===== src/rtl/ajcrisc_cu_fsm_if.sv =====
// Control bundle between the ajcrisc control unit (master) and its datapath (slave).
// Carries decode inputs (IW, flags) and every datapath strobe and select.
interface ajcrisc_cu_fsm_if;
    logic [7:0] IW;
    logic [7:0] PMout;
    logic [3:0] SR_CNVZ;
    logic       RST_PC, LD_PC, CNT_PC, LD_IR;
    logic       LD_R0, LD_R1, LD_R2, LD_R3;
    logic       LD_TXR, LD_TYR, LD_TK;
    logic       LD_SR, LD_MABR, LD_MAXR, LD_MAR, RW, LD_IPDR, LD_OPDR;
    logic [1:0] SRC1_SEL, SRC2_SEL, WB_SEL;
    logic [3:0] ALU_FS;
    logic       HALTED;
    logic [3:0] State;

    modport master (
        input  IW, PMout, SR_CNVZ,
        output RST_PC, LD_PC, CNT_PC, LD_IR, LD_R0, LD_R1, LD_R2, LD_R3,
               LD_TXR, LD_TYR, LD_TK, LD_SR, LD_MABR, LD_MAXR, LD_MAR, RW,
               LD_IPDR, LD_OPDR, SRC1_SEL, SRC2_SEL, WB_SEL, ALU_FS, HALTED, State
    );

    modport slave (
        output IW, PMout, SR_CNVZ,
        input  RST_PC, LD_PC, CNT_PC, LD_IR, LD_R0, LD_R1, LD_R2, LD_R3,
               LD_TXR, LD_TYR, LD_TK, LD_SR, LD_MABR, LD_MAXR, LD_MAR, RW,
               LD_IPDR, LD_OPDR, SRC1_SEL, SRC2_SEL, WB_SEL, ALU_FS, HALTED, State
    );
endinterface


===== src/rtl/ajcrisc_cu_fsm.sv =====
// Multicycle fetch/decode/execute control unit for the 8-bit ajcrisc datapath.
// Moore outputs decoded from the current state and the latched instruction word.
module ajcrisc_cu_fsm (
    input  logic              Clock,
    input  logic              Reset,
    ajcrisc_cu_fsm_if.master  bus
);
    typedef enum logic [3:0] {
        S_RST      = 4'd0,
        S_FETCH    = 4'd1,
        S_DECODE   = 4'd2,
        S_IN_WB    = 4'd3,
        S_MEM_ADDR = 4'd4,
        S_MEM_ACC  = 4'd5,
        S_LD_WB    = 4'd6,
        S_BR_ADDR  = 4'd7,
        S_BR_LD    = 4'd8,
        S_HALT     = 4'd9
    } state_t;

    state_t     state_q, state_d;
    logic [3:0] opcode;
    logic [1:0] ri, rj;
    logic       br_taken;
    logic       flag_c, flag_n, flag_v, flag_z;
    logic       pmout_unused;

    logic       rst_pc, ld_pc, cnt_pc, ld_ir;
    logic [3:0] ld_r;
    logic       ld_sr, ld_mabr, ld_maxr, ld_mar, rw, ld_ipdr, ld_opdr, halted;
    logic [1:0] src1_sel, src2_sel, wb_sel;
    logic [3:0] alu_fs;

    assign opcode = bus.IW[7:4];
    assign ri     = bus.IW[3:2];
    assign rj     = bus.IW[1:0];
    assign {flag_c, flag_n, flag_v, flag_z} = bus.SR_CNVZ;
    assign pmout_unused = ^bus.PMout;

    // Branch condition lives in IW[3:0]; codes above 7 never branch.
    always_comb begin
        br_taken = 1'b0;
        case (bus.IW[3:0])
            4'h0:    br_taken = 1'b1;
            4'h1:    br_taken = flag_c;
            4'h2:    br_taken = ~flag_c;
            4'h3:    br_taken = flag_z;
            4'h4:    br_taken = ~flag_z;
            4'h5:    br_taken = flag_n;
            4'h6:    br_taken = ~flag_n;
            4'h7:    br_taken = flag_v;
            default: br_taken = 1'b0;
        endcase
    end

    always_ff @(posedge Clock or posedge Reset) begin
        if (Reset) state_q <= S_RST;
        else       state_q <= state_d;
    end

    always_comb begin
        state_d  = state_q;
        rst_pc   = 1'b0;
        ld_pc    = 1'b0;
        cnt_pc   = 1'b0;
        ld_ir    = 1'b0;
        ld_r     = 4'b0000;
        ld_sr    = 1'b0;
        ld_mabr  = 1'b0;
        ld_maxr  = 1'b0;
        ld_mar   = 1'b0;
        rw       = 1'b0;
        ld_ipdr  = 1'b0;
        ld_opdr  = 1'b0;
        halted   = 1'b0;
        src1_sel = 2'd0;
        src2_sel = 2'd0;
        wb_sel   = 2'd0;
        alu_fs   = 4'd0;
        case (state_q)
            S_RST: begin
                rst_pc  = 1'b1;
                state_d = S_FETCH;
            end
            S_FETCH: begin
                ld_ir   = 1'b1;
                cnt_pc  = 1'b1;
                state_d = S_DECODE;
            end
            S_DECODE: begin
                case (opcode)
                    4'hA: begin
                        ld_ipdr = 1'b1;
                        state_d = S_IN_WB;
                    end
                    4'hB: begin
                        src1_sel = ri;
                        ld_opdr  = 1'b1;
                        state_d  = S_FETCH;
                    end
                    4'hC, 4'hE: begin
                        // Address word sits at PC; Rj supplies the index.
                        ld_mabr  = 1'b1;
                        ld_maxr  = 1'b1;
                        src1_sel = rj;
                        cnt_pc   = 1'b1;
                        state_d  = S_MEM_ADDR;
                    end
                    4'hD: begin
                        cnt_pc = 1'b1;
                        if (br_taken) begin
                            ld_mabr = 1'b1;
                            ld_maxr = 1'b1;
                            state_d = S_BR_ADDR;
                        end else begin
                            state_d = S_FETCH;
                        end
                    end
                    4'hF: state_d = S_HALT;
                    default: begin
                        alu_fs   = opcode;
                        src1_sel = ri;
                        src2_sel = rj;
                        wb_sel   = 2'd0;
                        ld_r[ri] = 1'b1;
                        ld_sr    = 1'b1;
                        state_d  = S_FETCH;
                    end
                endcase
            end
            S_IN_WB: begin
                wb_sel   = 2'd2;
                ld_r[ri] = 1'b1;
                state_d  = S_FETCH;
            end
            S_MEM_ADDR: begin
                ld_mar  = 1'b1;
                state_d = S_MEM_ACC;
            end
            S_MEM_ACC: begin
                if (opcode == 4'hE) begin
                    src1_sel = ri;
                    rw       = 1'b1;
                    state_d  = S_FETCH;
                end else begin
                    // Data memory read settles on the falling edge; write back next cycle.
                    state_d = S_LD_WB;
                end
            end
            S_LD_WB: begin
                wb_sel   = 2'd1;
                ld_r[ri] = 1'b1;
                state_d  = S_FETCH;
            end
            S_BR_ADDR: begin
                ld_mar  = 1'b1;
                state_d = S_BR_LD;
            end
            S_BR_LD: begin
                ld_pc   = 1'b1;
                state_d = S_FETCH;
            end
            S_HALT: begin
                halted  = 1'b1;
                state_d = S_HALT;
            end
            default: state_d = S_RST;
        endcase
    end

    assign bus.RST_PC   = Reset | rst_pc;
    assign bus.LD_PC    = ld_pc;
    assign bus.CNT_PC   = cnt_pc;
    assign bus.LD_IR    = ld_ir;
    assign bus.LD_R0    = ld_r[0];
    assign bus.LD_R1    = ld_r[1];
    assign bus.LD_R2    = ld_r[2];
    assign bus.LD_R3    = ld_r[3];
    assign bus.LD_TXR   = 1'b0;
    assign bus.LD_TYR   = 1'b0;
    assign bus.LD_TK    = 1'b0;
    assign bus.LD_SR    = ld_sr;
    assign bus.LD_MABR  = ld_mabr;
    assign bus.LD_MAXR  = ld_maxr;
    assign bus.LD_MAR   = ld_mar;
    assign bus.RW       = rw;
    assign bus.LD_IPDR  = ld_ipdr;
    assign bus.LD_OPDR  = ld_opdr;
    assign bus.SRC1_SEL = src1_sel;
    assign bus.SRC2_SEL = src2_sel;
    assign bus.WB_SEL   = wb_sel;
    assign bus.ALU_FS   = alu_fs;
    assign bus.HALTED   = halted;
    assign bus.State    = state_q;
endmodule


===== src/flat_wrapper.sv =====
// flat-port wrapper written by rule: the top's interface ports become plain ports
module ajcrisc_cu_fsm_flat 
  (Clock, Reset, bus_IW, bus_PMout, bus_SR_CNVZ, bus_RST_PC, bus_LD_PC, bus_CNT_PC, bus_LD_IR, bus_LD_R0, bus_LD_R1, bus_LD_R2, bus_LD_R3, bus_LD_TXR, bus_LD_TYR, bus_LD_TK, bus_LD_SR, bus_LD_MABR, bus_LD_MAXR, bus_LD_MAR, bus_RW, bus_LD_IPDR, bus_LD_OPDR, bus_SRC1_SEL, bus_SRC2_SEL, bus_WB_SEL, bus_ALU_FS, bus_HALTED, bus_State);
  ajcrisc_cu_fsm_if bus_i ();
  input  logic Clock;
  input  logic Reset;
  input wire logic [$bits(bus_i.IW)-1:0] bus_IW;
  input wire logic [$bits(bus_i.PMout)-1:0] bus_PMout;
  input wire logic [$bits(bus_i.SR_CNVZ)-1:0] bus_SR_CNVZ;
  output wire logic [$bits(bus_i.RST_PC)-1:0] bus_RST_PC;
  output wire logic [$bits(bus_i.LD_PC)-1:0] bus_LD_PC;
  output wire logic [$bits(bus_i.CNT_PC)-1:0] bus_CNT_PC;
  output wire logic [$bits(bus_i.LD_IR)-1:0] bus_LD_IR;
  output wire logic [$bits(bus_i.LD_R0)-1:0] bus_LD_R0;
  output wire logic [$bits(bus_i.LD_R1)-1:0] bus_LD_R1;
  output wire logic [$bits(bus_i.LD_R2)-1:0] bus_LD_R2;
  output wire logic [$bits(bus_i.LD_R3)-1:0] bus_LD_R3;
  output wire logic [$bits(bus_i.LD_TXR)-1:0] bus_LD_TXR;
  output wire logic [$bits(bus_i.LD_TYR)-1:0] bus_LD_TYR;
  output wire logic [$bits(bus_i.LD_TK)-1:0] bus_LD_TK;
  output wire logic [$bits(bus_i.LD_SR)-1:0] bus_LD_SR;
  output wire logic [$bits(bus_i.LD_MABR)-1:0] bus_LD_MABR;
  output wire logic [$bits(bus_i.LD_MAXR)-1:0] bus_LD_MAXR;
  output wire logic [$bits(bus_i.LD_MAR)-1:0] bus_LD_MAR;
  output wire logic [$bits(bus_i.RW)-1:0] bus_RW;
  output wire logic [$bits(bus_i.LD_IPDR)-1:0] bus_LD_IPDR;
  output wire logic [$bits(bus_i.LD_OPDR)-1:0] bus_LD_OPDR;
  output wire logic [$bits(bus_i.SRC1_SEL)-1:0] bus_SRC1_SEL;
  output wire logic [$bits(bus_i.SRC2_SEL)-1:0] bus_SRC2_SEL;
  output wire logic [$bits(bus_i.WB_SEL)-1:0] bus_WB_SEL;
  output wire logic [$bits(bus_i.ALU_FS)-1:0] bus_ALU_FS;
  output wire logic [$bits(bus_i.HALTED)-1:0] bus_HALTED;
  output wire logic [$bits(bus_i.State)-1:0] bus_State;
  assign bus_i.IW = bus_IW;
  assign bus_i.PMout = bus_PMout;
  assign bus_i.SR_CNVZ = bus_SR_CNVZ;
  assign bus_RST_PC = bus_i.RST_PC;
  assign bus_LD_PC = bus_i.LD_PC;
  assign bus_CNT_PC = bus_i.CNT_PC;
  assign bus_LD_IR = bus_i.LD_IR;
  assign bus_LD_R0 = bus_i.LD_R0;
  assign bus_LD_R1 = bus_i.LD_R1;
  assign bus_LD_R2 = bus_i.LD_R2;
  assign bus_LD_R3 = bus_i.LD_R3;
  assign bus_LD_TXR = bus_i.LD_TXR;
  assign bus_LD_TYR = bus_i.LD_TYR;
  assign bus_LD_TK = bus_i.LD_TK;
  assign bus_LD_SR = bus_i.LD_SR;
  assign bus_LD_MABR = bus_i.LD_MABR;
  assign bus_LD_MAXR = bus_i.LD_MAXR;
  assign bus_LD_MAR = bus_i.LD_MAR;
  assign bus_RW = bus_i.RW;
  assign bus_LD_IPDR = bus_i.LD_IPDR;
  assign bus_LD_OPDR = bus_i.LD_OPDR;
  assign bus_SRC1_SEL = bus_i.SRC1_SEL;
  assign bus_SRC2_SEL = bus_i.SRC2_SEL;
  assign bus_WB_SEL = bus_i.WB_SEL;
  assign bus_ALU_FS = bus_i.ALU_FS;
  assign bus_HALTED = bus_i.HALTED;
  assign bus_State = bus_i.State;
  ajcrisc_cu_fsm u_core (.Clock(Clock), .Reset(Reset), .bus(bus_i));
endmodule

===== config.mk =====
export PLATFORM = sky130hd
export DESIGN_NAME = ajcrisc_cu_fsm_flat
export DESIGN_NICKNAME = d
export VERILOG_FILES = /design/src/rtl/ajcrisc_cu_fsm_if.sv /design/src/rtl/ajcrisc_cu_fsm.sv /design/src/flat_wrapper.sv
export SDC_FILE = /design/constraint.sdc
export NUM_CORES = 1
export LEC_CHECK = 0
export CORE_MARGIN = 1
export CORE_UTILIZATION = 32
export DETAILED_ROUTE_END_ITERATION = 8
export HOLD_SLACK_MARGIN = 0.08
export PLACE_DENSITY = 0.81
export REMOVE_ABC_BUFFERS = 1
export SLEW_MARGIN = 20
export SYNTH_ARGS = -nofsm -noshare
export SYNTH_HDL_FRONTEND = slang
export SYNTH_SLANG_ARGS = --single-unit

===== constraint.sdc =====
create_clock -name Clock -period 2.2 [get_ports Clock]
set_input_delay 0.44 -clock Clock [delete_from_list [all_inputs] [get_ports Clock]]
set_output_delay 0.44 -clock Clock [all_outputs]
set_load 0.01 [all_outputs]

==> results by group <==
Detailed routing
  • Post-DRT Antenna Nets: 0
  • Via density: 5.305
  • DR vias: 1,077
  • Drt total wl: 3190 um
  • Violation count after the first detailed-route iteration: 40
  • # DRC: 0
  • Pre-Repair DR Iteration Count: 4
  • Routed length on met3: 178 um
  • Routed met1 length: 1260 um
  • Wire length on met2: 1625 um
  • DR WL/cell: 15.71 um
  • Max Used Layer: met4

Pwr
  • Maximum vdd drop: 591.1 uV
  • Leakage power: 0.7505 nW
  • Total power density per cell area: 883.0 nW/um2

STA
  • Period utilisation layout: 110.2%
  • Hold Vio Cnt, Final: 0
  • Final setup margin: -0.2246 ns
  • Endpoints failing setup: 10
  • Final Skew: 0.0009324 ns
  • FMAX: 412.4 MHz
  • Tmin final: 2.425 ns
  • RSZ-0062 raised after global routing: yes
  • Max-slew violations: 0

Global route
  • First-pass GRT wire length: 4574 um
  • Vias in the first global route: 993
  • GRT Util Overall: 29.31%
  • Largest net degree at the start of global routing: 13
  • Antenna violations before repair: 0
  • Overflow after GRT: 0

CTS
  • Clk sink count: 4
  • Hold-fix buffers at CTS: 0
  • Clock-pin slew of the registers on the worst-case setup and hold paths: 0.04 ns
  • Htree depth: 1
  • Clock latency on the worst-skew pair: 0.24 ns
  • CTS tree: built
  • Total CTS buffers: 3
  • Clock Tree Root: clkbuf_4
  • Clock Path Buffers: 2

Worst setup path
  • Worst flop-to-flop path endpoint: u_core.bus.State[2]
  • CP Data Arrival Time: 1.98 ns
  • Startpoint types: flip-flop
  • Crit path required time: 1.76 ns
  • Reg2Reg Setup Slack: 0.39 ns
  • Worst setup EP type: output pin
  • Reg2reg start: u_core.bus.State[2]
  • FF-to-FF path depth: 7
  • Crit path kind: reg -> out
  • Crit path max fanout: 2

Final layout
  • Max reg flops: 4
  • Non-filler instance count after layout: 203
  • Synth-to-layout area growth: 119.2%
  • Most common cell after layout, fill and taps aside: buf_4
  • # diodes: 0
  • Layout net count: 200
  • Fill count: 140
  • Share of layout cells above drive strength 1: 47.73%
  • Commonest cells after routing, fill and taps aside: buf_4, dlygate4sd2_1, clkdlybuf4s50_1

Synth
  • Ranking of synthesized cells by area: dfrtp_1, buf_4, nor2b_1, nor3_1, and3_1
  • Post-Syn Area per Cell: 7.201 um2
  • Number of flops mapped to enable cells by yosys: 0
  • Ys Warns: 0
  • Post-synth top area cell: dfrtp_1
  • Synth top area share: 14.79%
  • Register area share after synthesis: 14.79%
  • Unique cell type count in the Yosys netlist: 39
  • Cells after synthesis: 94
  • Netlist area before placement: 676.9 um2
  • #FFs+latches synth: 4
  • Fraction of registers with async set/reset: 100.0%
  • Post-synth top flop: dfrtp_1

Status
  • Failing checks: negative setup slack
  • Outcome: complete, but fails checks

Place
  • Place WS: -0.6326 ns
  • Post-DP HPWL: 1924 um
  • RePlAce Congestion: 0.9504
  • Port-buffer cells: 43
  • Placed cell count: 185

Die
  • Vert. Die Dim: 47.99 um
  • Rows: 16
  • Initial cell density of the core: 34.15%
  • I/O pin cnt: 55
  • Core Area: 1982 um2
  • Die area: 2303 um2
  • Die width: 47.99 um

Job
  • Max-Cap Viols: 0

Hold path
  • Hold crit path type: in -> async
[logic make-up (layout without fill, tap and decap cells)]
logic type | count (synthesis) | in the layout | share of synthesized area [%]
flip-flops | 4 | 4 | 14.79
buffers and inverters | 18 | 98 | 15.16
multiplexers | 1 | 1 | 1.479
AND/OR/NAND/NOR | 47 | 47 | 43.07
AO/OA/AOI/OAI | 22 | 22 | 23.66
other | 1 | 3 | 0.5540
XOR/XNOR | 1 | 1 | 1.294
[power by group]
part	switching [W]	internal [W]	leakage [nW]
registers	0.0000158	0.0000963	0.0512
logic	0.000513	0.000593	0.686
clock network	0.0000312	0.0000611	0.0138
total	0.000560	0.000750	0.751
[layer usage]
metal,vias up,global-route usage (%)
li1,504,-
met5,-,0
met2,64,52.43
met4,0,12.78
met3,14,6.415
met1,495,33.03
[critical path, cell delays in order (launching register included)]
cell and delay (ns):
dfrtp_1 0.38, or4b_4 0.57, nor4_4 0.29, buf_4 0.16, buf_6 0.08, a22o_1 0.13, buf_2 0.13
[stage by stage]
stage	hold WS, ns	total power [W]	area [um2]	utilization, %	setup TNS [ns]
5_1_grt	0.4973	0.001383	1484	74.87	-1.962
6_report	0.4880	0.001310	1484	74.87	-1.083
3_5_place_dp	0.7252	0.0009712	1297	65.47	-8.155
3_3_place_gp	0.7218	0.0009536	1297	65.47	-7.524
4_1_cts	0.4860	0.001211	1454	73.36	-0.5054
2_1_floorplan	0.2141	0.0004836	608.1	-	-1.225
[cell usage after synthesis, types with 3 or more instances]
cell,instances
and3_1,5
buf_2,4
buf_4,6
dfrtp_1,4
inv_1,7
nand2_1,7
nand2b_1,3
nor2_1,5
nor2b_1,7
nor3_1,7
o21ai_0,5
[worst max-delay path by stage]
stage / start / cells after the start / slack, ns / to
4_1_cts: u_core.bus.State[2] / 6 / -0.17 / bus_LD_MAXR
2_1_floorplan: u_core.bus.State[0] / 3 / -0.20 / bus_LD_MABR
3_3_place_gp: bus_IW[5] / 7 / -0.55 / bus_LD_R1
3_5_place_dp: bus_IW[5] / 7 / -0.63 / bus_LD_R3
5_1_grt: u_core.bus.State[2] / 6 / -0.28 / bus_LD_MAXR
6_report: u_core.bus.State[2] / 6 / -0.22 / bus_SRC1_SEL[1]
[final cells by class]
class / instances / area [um2] / area share (%)
Timing Repair Buffer: 88 / 711.9 / 47.98
Multi-Input combinational cell: 74 / 589.3 / 39.71
Sequential cell: 4 / 100.1 / 6.745
Tap cell: 27 / 33.78 / 2.277
Inverter: 7 / 26.28 / 1.771
Clock buffer: 3 / 22.52 / 1.518
[repair_timing]
item / in CTS / in global routing
setup buffers: 12 / 3
pin swaps: 8 / 2
gates resized for setup: 82 / 21
setup endpoints to repair: 22 / 19
No activity file was read; power rests on OpenSTA's default activity.
